## src/rtl/decode_packet_unit.sv

```systemverilog
// Decode stage after the packet-FIFO read controller: verifies the header checksum,
// then streams the payload as flits to the lane named in the header.
module decode_packet_unit #(
    parameter int FLIT_W = 16,
    parameter int PKT_W  = 72,
    parameter int CNT_W  = 16
) (
    input  logic              clk,
    input  logic              rst,
    input  logic [PKT_W-1:0]  pkt_data,
    input  logic              start_decode_pkt,
    output logic              ready_decode_pkt,
    output logic              decode_done,
    output logic              pkt_err,
    output logic [3:0]        lane_valid,
    output logic [FLIT_W-1:0] lane_data,
    input  logic [3:0]        lane_ready,
    output logic [CNT_W-1:0]  pkt_cnt,
    output logic [CNT_W-1:0]  err_cnt,
    output logic [1:0]        dbg_state
);

    localparam int HDR_LSB = 4 * FLIT_W;

    typedef enum logic [1:0] {
        S_IDLE  = 2'd0,
        S_CHECK = 2'd1,
        S_SEND  = 2'd2,
        S_DONE  = 2'd3
    } state_t;

    state_t           state_q;
    logic [PKT_W-1:0] pkt_q;
    logic [1:0]       flit_idx_q;
    logic             err_flag_q;
    logic [CNT_W-1:0] pkt_cnt_q;
    logic [CNT_W-1:0] err_cnt_q;

    logic [1:0]        hdr_lane;
    logic [1:0]        hdr_len_m1;
    logic [3:0]        hdr_csum;
    logic [3:0]        csum_calc;
    logic [FLIT_W-1:0] flit_sel;

    assign hdr_lane   = pkt_q[HDR_LSB+6 +: 2];
    assign hdr_len_m1 = pkt_q[HDR_LSB+4 +: 2];
    assign hdr_csum   = pkt_q[HDR_LSB +: 4];

    // The payload holds 4*FLIT_W bits, i.e. FLIT_W nibbles.
    always_comb begin
        csum_calc = '0;
        for (int i = 0; i < FLIT_W; i++) begin
            csum_calc = csum_calc ^ pkt_q[4*i +: 4];
        end
    end

    always_comb begin
        flit_sel = '0;
        case (flit_idx_q)
            2'd0: flit_sel = pkt_q[0*FLIT_W +: FLIT_W];
            2'd1: flit_sel = pkt_q[1*FLIT_W +: FLIT_W];
            2'd2: flit_sel = pkt_q[2*FLIT_W +: FLIT_W];
            2'd3: flit_sel = pkt_q[3*FLIT_W +: FLIT_W];
            default: flit_sel = '0;
        endcase
    end

    always_ff @(posedge clk or posedge rst) begin
        if (rst) begin
            state_q    <= S_IDLE;
            pkt_q      <= '0;
            flit_idx_q <= '0;
            err_flag_q <= 1'b0;
            pkt_cnt_q  <= '0;
            err_cnt_q  <= '0;
        end else begin
            case (state_q)
                S_IDLE: begin
                    if (start_decode_pkt) begin
                        pkt_q      <= pkt_data;
                        flit_idx_q <= '0;
                        state_q    <= S_CHECK;
                    end
                end
                S_CHECK: begin
                    if (csum_calc == hdr_csum) begin
                        state_q <= S_SEND;
                    end else begin
                        err_flag_q <= 1'b1;
                        state_q    <= S_DONE;
                    end
                end
                S_SEND: begin
                    // Only the selected lane's ready matters.
                    if (lane_ready[hdr_lane]) begin
                        if (flit_idx_q == hdr_len_m1) begin
                            state_q <= S_DONE;
                        end else begin
                            flit_idx_q <= flit_idx_q + 2'd1;
                        end
                    end
                end
                S_DONE: begin
                    if (err_flag_q) begin
                        if (err_cnt_q != {CNT_W{1'b1}}) err_cnt_q <= err_cnt_q + 1'b1;
                    end else begin
                        if (pkt_cnt_q != {CNT_W{1'b1}}) pkt_cnt_q <= pkt_cnt_q + 1'b1;
                    end
                    err_flag_q <= 1'b0;
                    state_q    <= S_IDLE;
                end
                default: state_q <= S_IDLE;
            endcase
        end
    end

    assign ready_decode_pkt = (state_q == S_IDLE);
    assign decode_done      = (state_q == S_DONE);
    assign pkt_err          = (state_q == S_DONE) && err_flag_q;
    assign lane_valid       = (state_q == S_SEND) ? (4'b0001 << hdr_lane) : 4'b0000;
    assign lane_data        = (state_q == S_SEND) ? flit_sel : '0;
    assign pkt_cnt          = pkt_cnt_q;
    assign err_cnt          = err_cnt_q;
    assign dbg_state        = state_q;

endmodule

```

## config.mk

```make
export PLATFORM = sky130hd
export DESIGN_NAME = decode_packet_unit
export DESIGN_NICKNAME = d
export VERILOG_FILES = /design/src/rtl/decode_packet_unit.sv
export SDC_FILE = /design/constraint.sdc
export NUM_CORES = 1
export LEC_CHECK = 0
export CORE_UTILIZATION = 45
export DETAILED_ROUTE_END_ITERATION = 8
export GPL_TIMING_DRIVEN = 0
export PLACE_DENSITY_LB_ADDON = 0.2
export SETUP_SLACK_MARGIN = 0.02
export SKIP_LAST_GASP = 1
export SYNTH_ARGS = -nofsm -noshare
export SYNTH_HDL_FRONTEND = slang
export SYNTH_SLANG_ARGS = --single-unit
```

## constraint.sdc

```tcl
create_clock -name clk -period 3.93 [get_ports clk]
set_clock_uncertainty 0.15 [all_clocks]
set_input_delay 1.179 -clock clk [delete_from_list [all_inputs] [get_ports clk]]
set_output_delay 1.179 -clock clk [all_outputs]
set_load 0.02 [all_outputs]
```

### Yosys cells after proc, flatten, opt, wreduce, memory -nomap -nowiden

Index checks and enable logic that the tools add are counted.

* register bits: 109
* latch bits: 0
* RAM bits: 0
* memory bits (read-only): 0
* input port bits: 79
* memories kept: 0

* $add $sub $neg: 3
* $mul: 0
* div/mod/pow operators: 0
* magnitude comparators: 1
* equality and inequality tests: 15
* shift operators: 1
* multiplexer cells: 16
* bitwise gates (word level): 16
* reductions and logical operators: 11

Operators by type and width (number)
* one-hot mux 16 bit (4 select lines): 1
* bitwise XOR 4 bit: 15
* adder 16 x 1 -> 16 bit, second input constant: 2
* inequality test 16 bit, second input constant: 2
* 2-to-1 mux 16 bit: 1
* 2-to-1 mux 2 bit: 6
* inequality test 2 bit, second input constant: 5
* AND reduction 3 bit: 3
* == test 2 bit, second input constant: 4
* one-hot mux 2 bit (4 select lines): 1
* == test 2 x 1 -> 1 bit, second input constant: 2
* == test 4 bit: 1
* zero test 2 bit: 2
* 2-to-1 mux 4 bit: 1
* one-hot mux 2 bit (2 select lines): 1
* AND reduction 2 bit: 2
* AND reduction 4 bit: 1
* nonzero test 2 bit: 2
* << shifter 1 x 2 -> 4 bit, first input constant: 1
* less-than comparator 2 x 3 -> 1 bit, second input constant: 1
* 2-to-1 mux 1 bit: 3
* adder 2 x 1 -> 2 bit, second input constant: 1
* binary-select mux 1 bit (select 2 bit): 1
* == test 2 bit: 1
* other kinds (3): 3

### Depth between registers and ports, before layout

Gate-level depths: netlist of run 1.

* depth after elaboration: 18
* mapped depth: 8
* depth with buffers taken out: 8

### Worst setup path before layout of run 1

No wires, ideal clock.

* kind: reg-to-output
* start point: reg flit_idx_q[0]
* end point: out lane_data[15]
* arrival: 1.661 ns
* data required time: 2.601 ns
* path slack: 0.940 ns
* cell stages (with the launch flop): 9
* path buffers: 2
* cells stage by stage: dfrtp_1 inv_1 ha_1 clkbuf_1 clkbuf_1 a222oi_1 nor2_1 a21oi_1 nor2_1

* word-level cells in the longest chain between the ends: 3
* elaborated cells between the ends (all ways): 6
* those cells by class: eq/ne (3); mux (2); reduce/logical (1)

RTL lines
* start: declaration: line 34 `logic [1:0] flit_idx_q;`
* start signal: assignment: line 99 `flit_idx_q <= flit_idx_q + 2'd1;`
* == test 2 bit (tied with other cells): line 59 `case (flit_idx_q)`
* one-hot mux 16 bit (4 select lines) (*): line 59
* 2-to-1 mux 16 bit (*): line 121 `assign lane_data = (state_q == S_SEND) ? flit_sel : '0;`
* end: declaration: line 16 `output logic [FLIT_W-1:0] lane_data,`

Mark *: on every way between the ends. The rest lies on a longest branch, timed or not.

### Final worst setup path of run 1

* start point: reg flit_idx_q[1]
* end point: out lane_data[3]

The elaborated chain is that of the path after synthesis.

==> flow_metrics.py, run 1 <==
metrics = {
    "synthesis": {
        "synth_top_family_by_area": "XOR/XNOR gates",
        "synth_mux_area_share_pct": 15.5,
        "syn_inst": 470,
        "synth_top_area_share_pct": 49.4,
        "ys_ff_latch": 109,
        "synth-main-ff-cell": "dfrtp_1",
        "avgSynthCellArea_um2": 11.8,
        "yosys.area_share.adder_pct": 2.27,
        "syn_nets": 559,
        "ys_warn_count": 0,
        "synth-edff-count": 0,
        "synth_area_leaders": "dfrtp_1, mux2_2, xnor2_1",
        "netlist_area_mm2": 0.00552,
        "ys_seq_area_share_pct": 49.4,
        "synth_compound_area_share_pct": 6.32,
        "synth_area_leader_cell": "dfrtp_1",
        "async_flop_share_pct": 100,
        "synth_cell_type_count": 33,
        "synthSimpleGateAreaFrac_pct": 8.90,
        "synth_xor_area_share_pct": 15.7,
    },
    "sta": {
        "fin_setup_tns_ns": 0,
        "slew_headroom_pct": 50.5,
        "holdWs_ns": 0.330,
        "setup_viol": 0,
        "maxSlewViolCount": 0,
        "hold_viol": 0,
        "rsz0062_at_grt": "true",
        "post-route-period-util_pct": 98.0,
        "clock.fmax_mhz": 260,
        "worst_pin_slew_ns": 0.734,
        "fin_crit_ns": 3.85,
    },
    "drt": {
        "remaining_drc_errors": 0,
        "vias_per_cell": 5.40,
        "num_vias": 4161,
        "dr.pass1.iters": 5,
        "wire_per_inst_um": 17.8,
        "dr.first_iter.drc_count": 227,
        "ant_nets": 0,
        "drt-total-wl_um": 13700,
    },
    "cts": {
        "clk_path_buf_depth": 2,
        "clkLatencyLatePin_ns": 0.35,
        "clk_pin_slew_ns": 0.07,
        "clockRootBuffer": "clkbuf_16",
        "cts_sinks": 109,
        "cts_tree": "yes",
        "htree_levels": 3,
        "cts_buffers": 9,
    },
    "place": {
        "io_buffer_count": 135,
        "place.gp.congestion": 0.803,
        "hpwl_um": 10100,
        "post_dp_cell_area_mm2": 0.00710,
    },
    "global_routing": {
        "grt_start_max_net_pins": 43,
        "grtUsageTotal_pct": 22.6,
        "grt_pass1_vias": 4206,
        "grt_pass1_wl_um": 21800,
        "antenna_found_initial": 0,
        "overflow": 0,
    },
    "worst_hold_path": {
        "hp-class": "reg -> reg",
    },
    "die": {
        "dieArea_mm2": 0.0127,
        "core-area_mm2": 0.0120,
        "rows": 40,
        "die_w_um": 113,
        "die_h_um": 113,
        "start_util_pct": 46.0,
        "io_pins": 136,
    },
    "worst_setup_path": {
        "worstPathCellList": "ha_2 -> buf_2 -> a222oi_1 -> nor2_1 -> a21oi_1 -> nor2_1 -> clkdlybuf4s50_1",
        "crit_slowest_cell": "clkdlybuf4s50_1",
        "cp_common_cell": "nor2_1",
        "worstSetupPathType": "reg -> out",
        "cp.required_ns": 2.60,
        "cp-start-kind": "flop",
        "cpPeakStageDelay_ns": 0.61,
        "critPathCaptureType": "output pin",
        "cp_max_fo": 10,
        "worstPathArrival_ns": 2.52,
    },
    "layout": {
        "n_antenna_cell": 0,
        "syn2layout_area_growth_pct": 35.6,
        "final_area_mm2": 0.00749,
        "drive_gt1_share_pct": 17.6,
        "layout.nets": 708,
    },
    "pwr": {
        "finalPower_mw": 6.83,
        "powerDensity_mw_per_mm2": 912,
        "leakage_nw": 3.23,
        "vdd_drop_max_v": 0.000494,
    },
    "run_status": {
        "status": "completed",
    },
    "flow_run": {
        "max_cap_violations": 0,
    },
}
cell usage after synthesis (4+ instances only):
cell type,instances
ha_1,10
o21ai_0,5
clkbuf_1,16
a222oi_1,16
nand3_1,10
xnor2_1,71
xor2_1,16
dfrtp_1,109
and3_1,4
a21oi_1,22
mux2_2,74
nor2_1,48
inv_1,12
nand4_1,8
nand2_1,22
final timing paths:
path	cells past startpoint	slack, ns	startpoint	to
max	7	0.08	flit_idx_q[1]	lane_data[3]
min	1	0.33	pkt_cnt[8]	pkt_cnt[8]
max reg2reg	5	1.56	dbg_state[0]	pkt_q[56]
min reg2reg	1	0.33	pkt_cnt[8]	pkt_cnt[8]
max in group asynchronous	3	1.90	rst	err_cnt[10]
min in group asynchronous	2	1.11	rst	pkt_q[52]
sequential cells by signal (all words and copies together), names as in the netlist:
| register | cells |
|---|---|
| flit_idx_q | 2 |
| dbg_state | 2 |
| pkt_cnt | 16 |
| pkt_q | 72 |
| err_flag_q | 1 |
| err_cnt | 16 |
cells in the final DEF, fill, tap and decap left out, types with 2 or more instances in the layout:
cell             netlist  layout
clkinvlp_4             0       2
o22ai_1                2       2
clkbuf_2               0       4
dlymetal6s2s_1         0       9
mux2_2                74      74
a21oi_1               22      22
nor2_1                48      48
clkbuf_1              16       8
buf_4                  0       3
bufinv_16              0       2
and4_1                 3       3
xnor2_1               71      71
dfrtp_1              109     109
clkbuf_16              0       9
a222oi_1              16      16
and3_1                 4       4
ha_2                   0       3
ha_1                  10       7
clkdlybuf4s50_1        0     125
clkbuf_8               0       2
nand2_1               22      22
nand4_1                8       8
nor2b_1                3       3
nand3_1               10      10
buf_12                 0       2
inv_1                 12      10
xor2_1                16      16
o21ai_0                5       5
clkbuf_4               0       2
and2_1                 2       2
clkinv_2               0       2
o41ai_1                2       2
xnor3_1                3       3
where the power goes:
group	leakage, nW	internal, mW	switching [mW]
Combinational	1.73	2.03	1.74
Clock	0.163	0.592	0.409
Sequential	1.35	1.58	0.477
worst max-delay path, delay by kind of cell, from the launching register on:
| kind | cells | cell delay, ns |
|---|---|---|
| adders and majority gates | 1 | 0.35 |
| DFF | 1 | 0.45 |
| AOI/OAI and AO/OA | 2 | 0.17 |
| and+or+nand+nor | 2 | 0.27 |
| buffers and inverters | 2 | 0.92 |
final cells by class:
type	count	area (um2)
multi-input cells	333	2700
inverters	12	52.6
flip-flops and latches	109	2730
clock buffers	12	256
well taps	147	184
plain buffers	14	66.3
clock inverters	4	70.1
repair buffers	140	1440
fillers	982	4520
per-stage QoR:
stage / std cells / worst slack, ns / util, %
floorplan: 470 / 0.940 / -
global placement: 752 / -0.00619 / 58.8
detailed placement: 754 / -0.0789 / 59.1
CTS: 768 / 0.00417 / 61.9
global route: 771 / -0.0433 / 62.4
finish: 771 / 0.0789 / 62.4
logic make-up after synthesis:
family / after synthesis
flip-flops: 109
AND/OR/NAND/NOR: 106
XOR/XNOR: 92
multiplexers: 75
AO/OA/AOI/OAI: 50
buffers and inverters: 28
adder cells (fa/ha/maj): 10
metal layers:
metal	part of all wire, %	track usage [%]
met3	4.8	3.70
met2	48	36.9
met4	2.1	9.96
met1	45	29.9
met5	0	0
timing repair:
| action | 4_1_cts | 5_1_grt |
|---|---|---|
| resized for setup | 12 | 13 |
| setup endpoints to repair | 16 | 14 |
| hold buffers | 0 | 0 |
| pin swaps | 1 | 0 |
| setup buffers | 0 | 3 |
No activity file was read; power rests on OpenSTA's default activity.
==> inputs of run 2 (changes only) <==
ABC_AREA = 1   (was not set)
SKIP_CTS_REPAIR_TIMING = 1   (was not set)
==> run 2 against run 1 <==
Compared with the run above:
- final cell count grew 33%
- global-route usage up 0.92 points
- sequential power is 2% lower
- synthesized cell count increased by 50%
==> flow_metrics.py, run 2 <==
metrics = {
    "cts": {
        "cts_buffers": 9,
        "clkLatencyLatePin_ns": 0.36,
        "htree_levels": 3,
        "clk_path_buf_depth": 2,
        "clk_pin_slew_ns": 0.07,
        "clockRootBuffer": "clkbuf_16",
        "cts_tree": "yes",
        "cts_sinks": 109,
    },
    "layout": {
        "n_antenna_cell": 0,
        "utilization_pct": 61.8,
        "fin_cells": 1029,
        "fillers": 1118,
        "syn2layout_area_growth_pct": 32.1,
        "largest_reg_flops": 72,
        "layout_commonest_cell": "nand2_1",
        "layout.nets": 941,
        "largest_register": "pkt_q",
        "drive_gt1_share_pct": 11.0,
        "final_cell_mix": "nand2_1, clkdlybuf4s50_1, dfrtp_1",
    },
    "synthesis": {
        "avgSynthCellArea_um2": 8.50,
        "async_flop_share_pct": 100,
        "synth_top_area_share_pct": 45.5,
        "synth_area_leaders": "dfrtp_1, nand2_1, mux2_2",
        "synth_cell_type_count": 33,
        "netlist_top_cells_count": "nand2_1, dfrtp_1, inv_1",
        "netlist_area_mm2": 0.00600,
        "syn_nets": 795,
        "ys_warn_count": 0,
        "ys_seq_area_share_pct": 45.5,
        "syn_inst": 706,
        "yosysMostFrequentCell": "nand2_1",
        "synth-edff-count": 0,
        "synth_area_leader_cell": "dfrtp_1",
        "ys_ff_latch": 109,
        "synth-main-ff-cell": "dfrtp_1",
    },
    "worst_setup_path": {
        "critPathCaptureType": "output pin",
        "worstPathCellList": "inv_1 -> ha_2 -> clkbuf_2 -> a21oi_1 -> a31oi_1 -> clkdlybuf4s50_1",
        "cpPeakStageDelay_ns": 0.63,
        "cp.required_ns": 2.60,
        "r2r_slack_ns": 1.25,
        "worstPathArrival_ns": 2.49,
        "cp_max_fo": 10,
        "cp-start-kind": "flop",
        "crit_slowest_cell": "clkdlybuf4s50_1",
        "worstSetupPathType": "reg -> out",
    },
    "flow_run": {
        "max_cap_violations": 0,
    },
    "die": {
        "die_h_um": 117,
        "core-area_mm2": 0.0128,
        "io_pins": 136,
        "start_util_pct": 46.8,
        "die_w_um": 117,
        "rows": 41,
        "dieArea_mm2": 0.0138,
    },
    "drt": {
        "dr.first_iter.drc_count": 332,
        "drt-total-wl_um": 15500,
        "vias_per_cell": 5.00,
        "wire_per_inst_um": 15.0,
        "num_vias": 5141,
        "ant_nets": 0,
        "remaining_drc_errors": 0,
        "dr.pass1.iters": 5,
    },
    "global_routing": {
        "grt_start_max_net_pins": 41,
        "grt_pass1_wl_um": 25800,
        "antenna_found_initial": 0,
        "grt_pass1_vias": 5156,
        "grtUsageTotal_pct": 23.6,
        "overflow": 0,
    },
    "place": {
        "io_buffer_count": 135,
        "dp.cells": 1015,
        "hpwl_um": 11500,
        "place.gp.congestion": 0.856,
    },
    "pwr": {
        "powerDensity_mw_per_mm2": 789,
        "leakage_nw": 3.85,
        "vdd_drop_max_v": 0.000370,
        "finalPower_mw": 6.26,
    },
    "sta": {
        "fin_crit_ns": 3.81,
        "holdWs_ns": 0.351,
        "hold_viol": 0,
        "worst_pin_slew_ns": 0.815,
        "post-route-period-util_pct": 97.1,
        "slew_headroom_pct": 45.5,
        "setup_viol": 0,
        "clock.fmax_mhz": 262,
        "maxSlewViolCount": 0,
        "rsz0062_at_grt": "false",
    },
    "run_status": {
        "status": "completed",
    },
    "worst_hold_path": {
        "hp-class": "reg -> reg",
    },
}
## run 2: cell count changes after synthesis, sizes merged, moves of 16 or more
cell / change
a21oi: +26
a222oi: -16
a31oi: +16
inv: +67
mux2: -30
nand2: +156
nand3: +22
o21ai: +16
xnor2: -39
xor2: +16
## run 2: worst paths after layout
kind | depth (start not counted) | start | to
max | 6 | flit_idx_q[0] | lane_data[10]
min | 1 | err_cnt[5] | err_cnt[5]
max reg2reg | 6 | dbg_state[0] | pkt_q[8]
min reg2reg | 1 | err_cnt[5] | err_cnt[5]
max in group asynchronous | 4 | rst | pkt_q[9]
min in group asynchronous | 2 | rst | pkt_q[71]
## run 2: cell type report
| type | instances | area (um2) | share of cell area, % |
|---|---|---|---|
| buffer | 18 | 87.6 | 1.10 |
| clock buffer | 10 | 239 | 3.01 |
| clock inverter | 6 | 38.8 | 0.489 |
| inverter | 79 | 300 | 3.79 |
| multi-input combinational | 496 | 2890 | 36.5 |
| sequential | 109 | 2730 | 34.4 |
| tap | 172 | 215 | 2.71 |
| timing repair buffer | 139 | 1430 | 18.0 |
## run 2: cells by family (layout without fill, tap and decap cells)
group,after synthesis,after routing,share of synthesized area (%)
compound gates,86,86,7.53
xor+xnor,65,65,9.49
fa+ha+maj,10,10,2.09
buf+inv,101,252,6.49
flops,109,109,45.5
mux,44,44,8.26
simple gates,291,291,20.7
## run 2: metal layers
metal	vias up	part of all wire (%)	track usage (%)
met3	20	5.9	5.57
met4	0	2.2	8.17
met2	154	47	38.6
met1	2429	45	30.5
li1	2538	-	-
met5	-	0	0
## run 2: power by group
group,internal [mW],switching (mW)
Combinational,1.47,1.91
Clock,0.445,0.417
Sequential,1.55,0.463
Total,3.47,2.79
## run 2: metrics by stage
step,worst slack [ns],setup TNS (ns),cell area (um2)
5_1_grt,0.0110,0,7930
3_5_place_dp,-0.0746,-0.259,7610
3_3_place_gp,-0.0470,-0.0689,7570
4_1_cts,-0.511,-4.70,7890
6_report,0.116,0,7930
2_1_floorplan,0.949,0,6000
## run 2: worst max-delay path, delay by kind of cell, from the launching register on
family,cells,cell delay (ns)
adders and majority gates,1,0.32
DFF,1,0.44
AOI/OAI and AO/OA,2,0.27
buffers and inverters,3,1.10
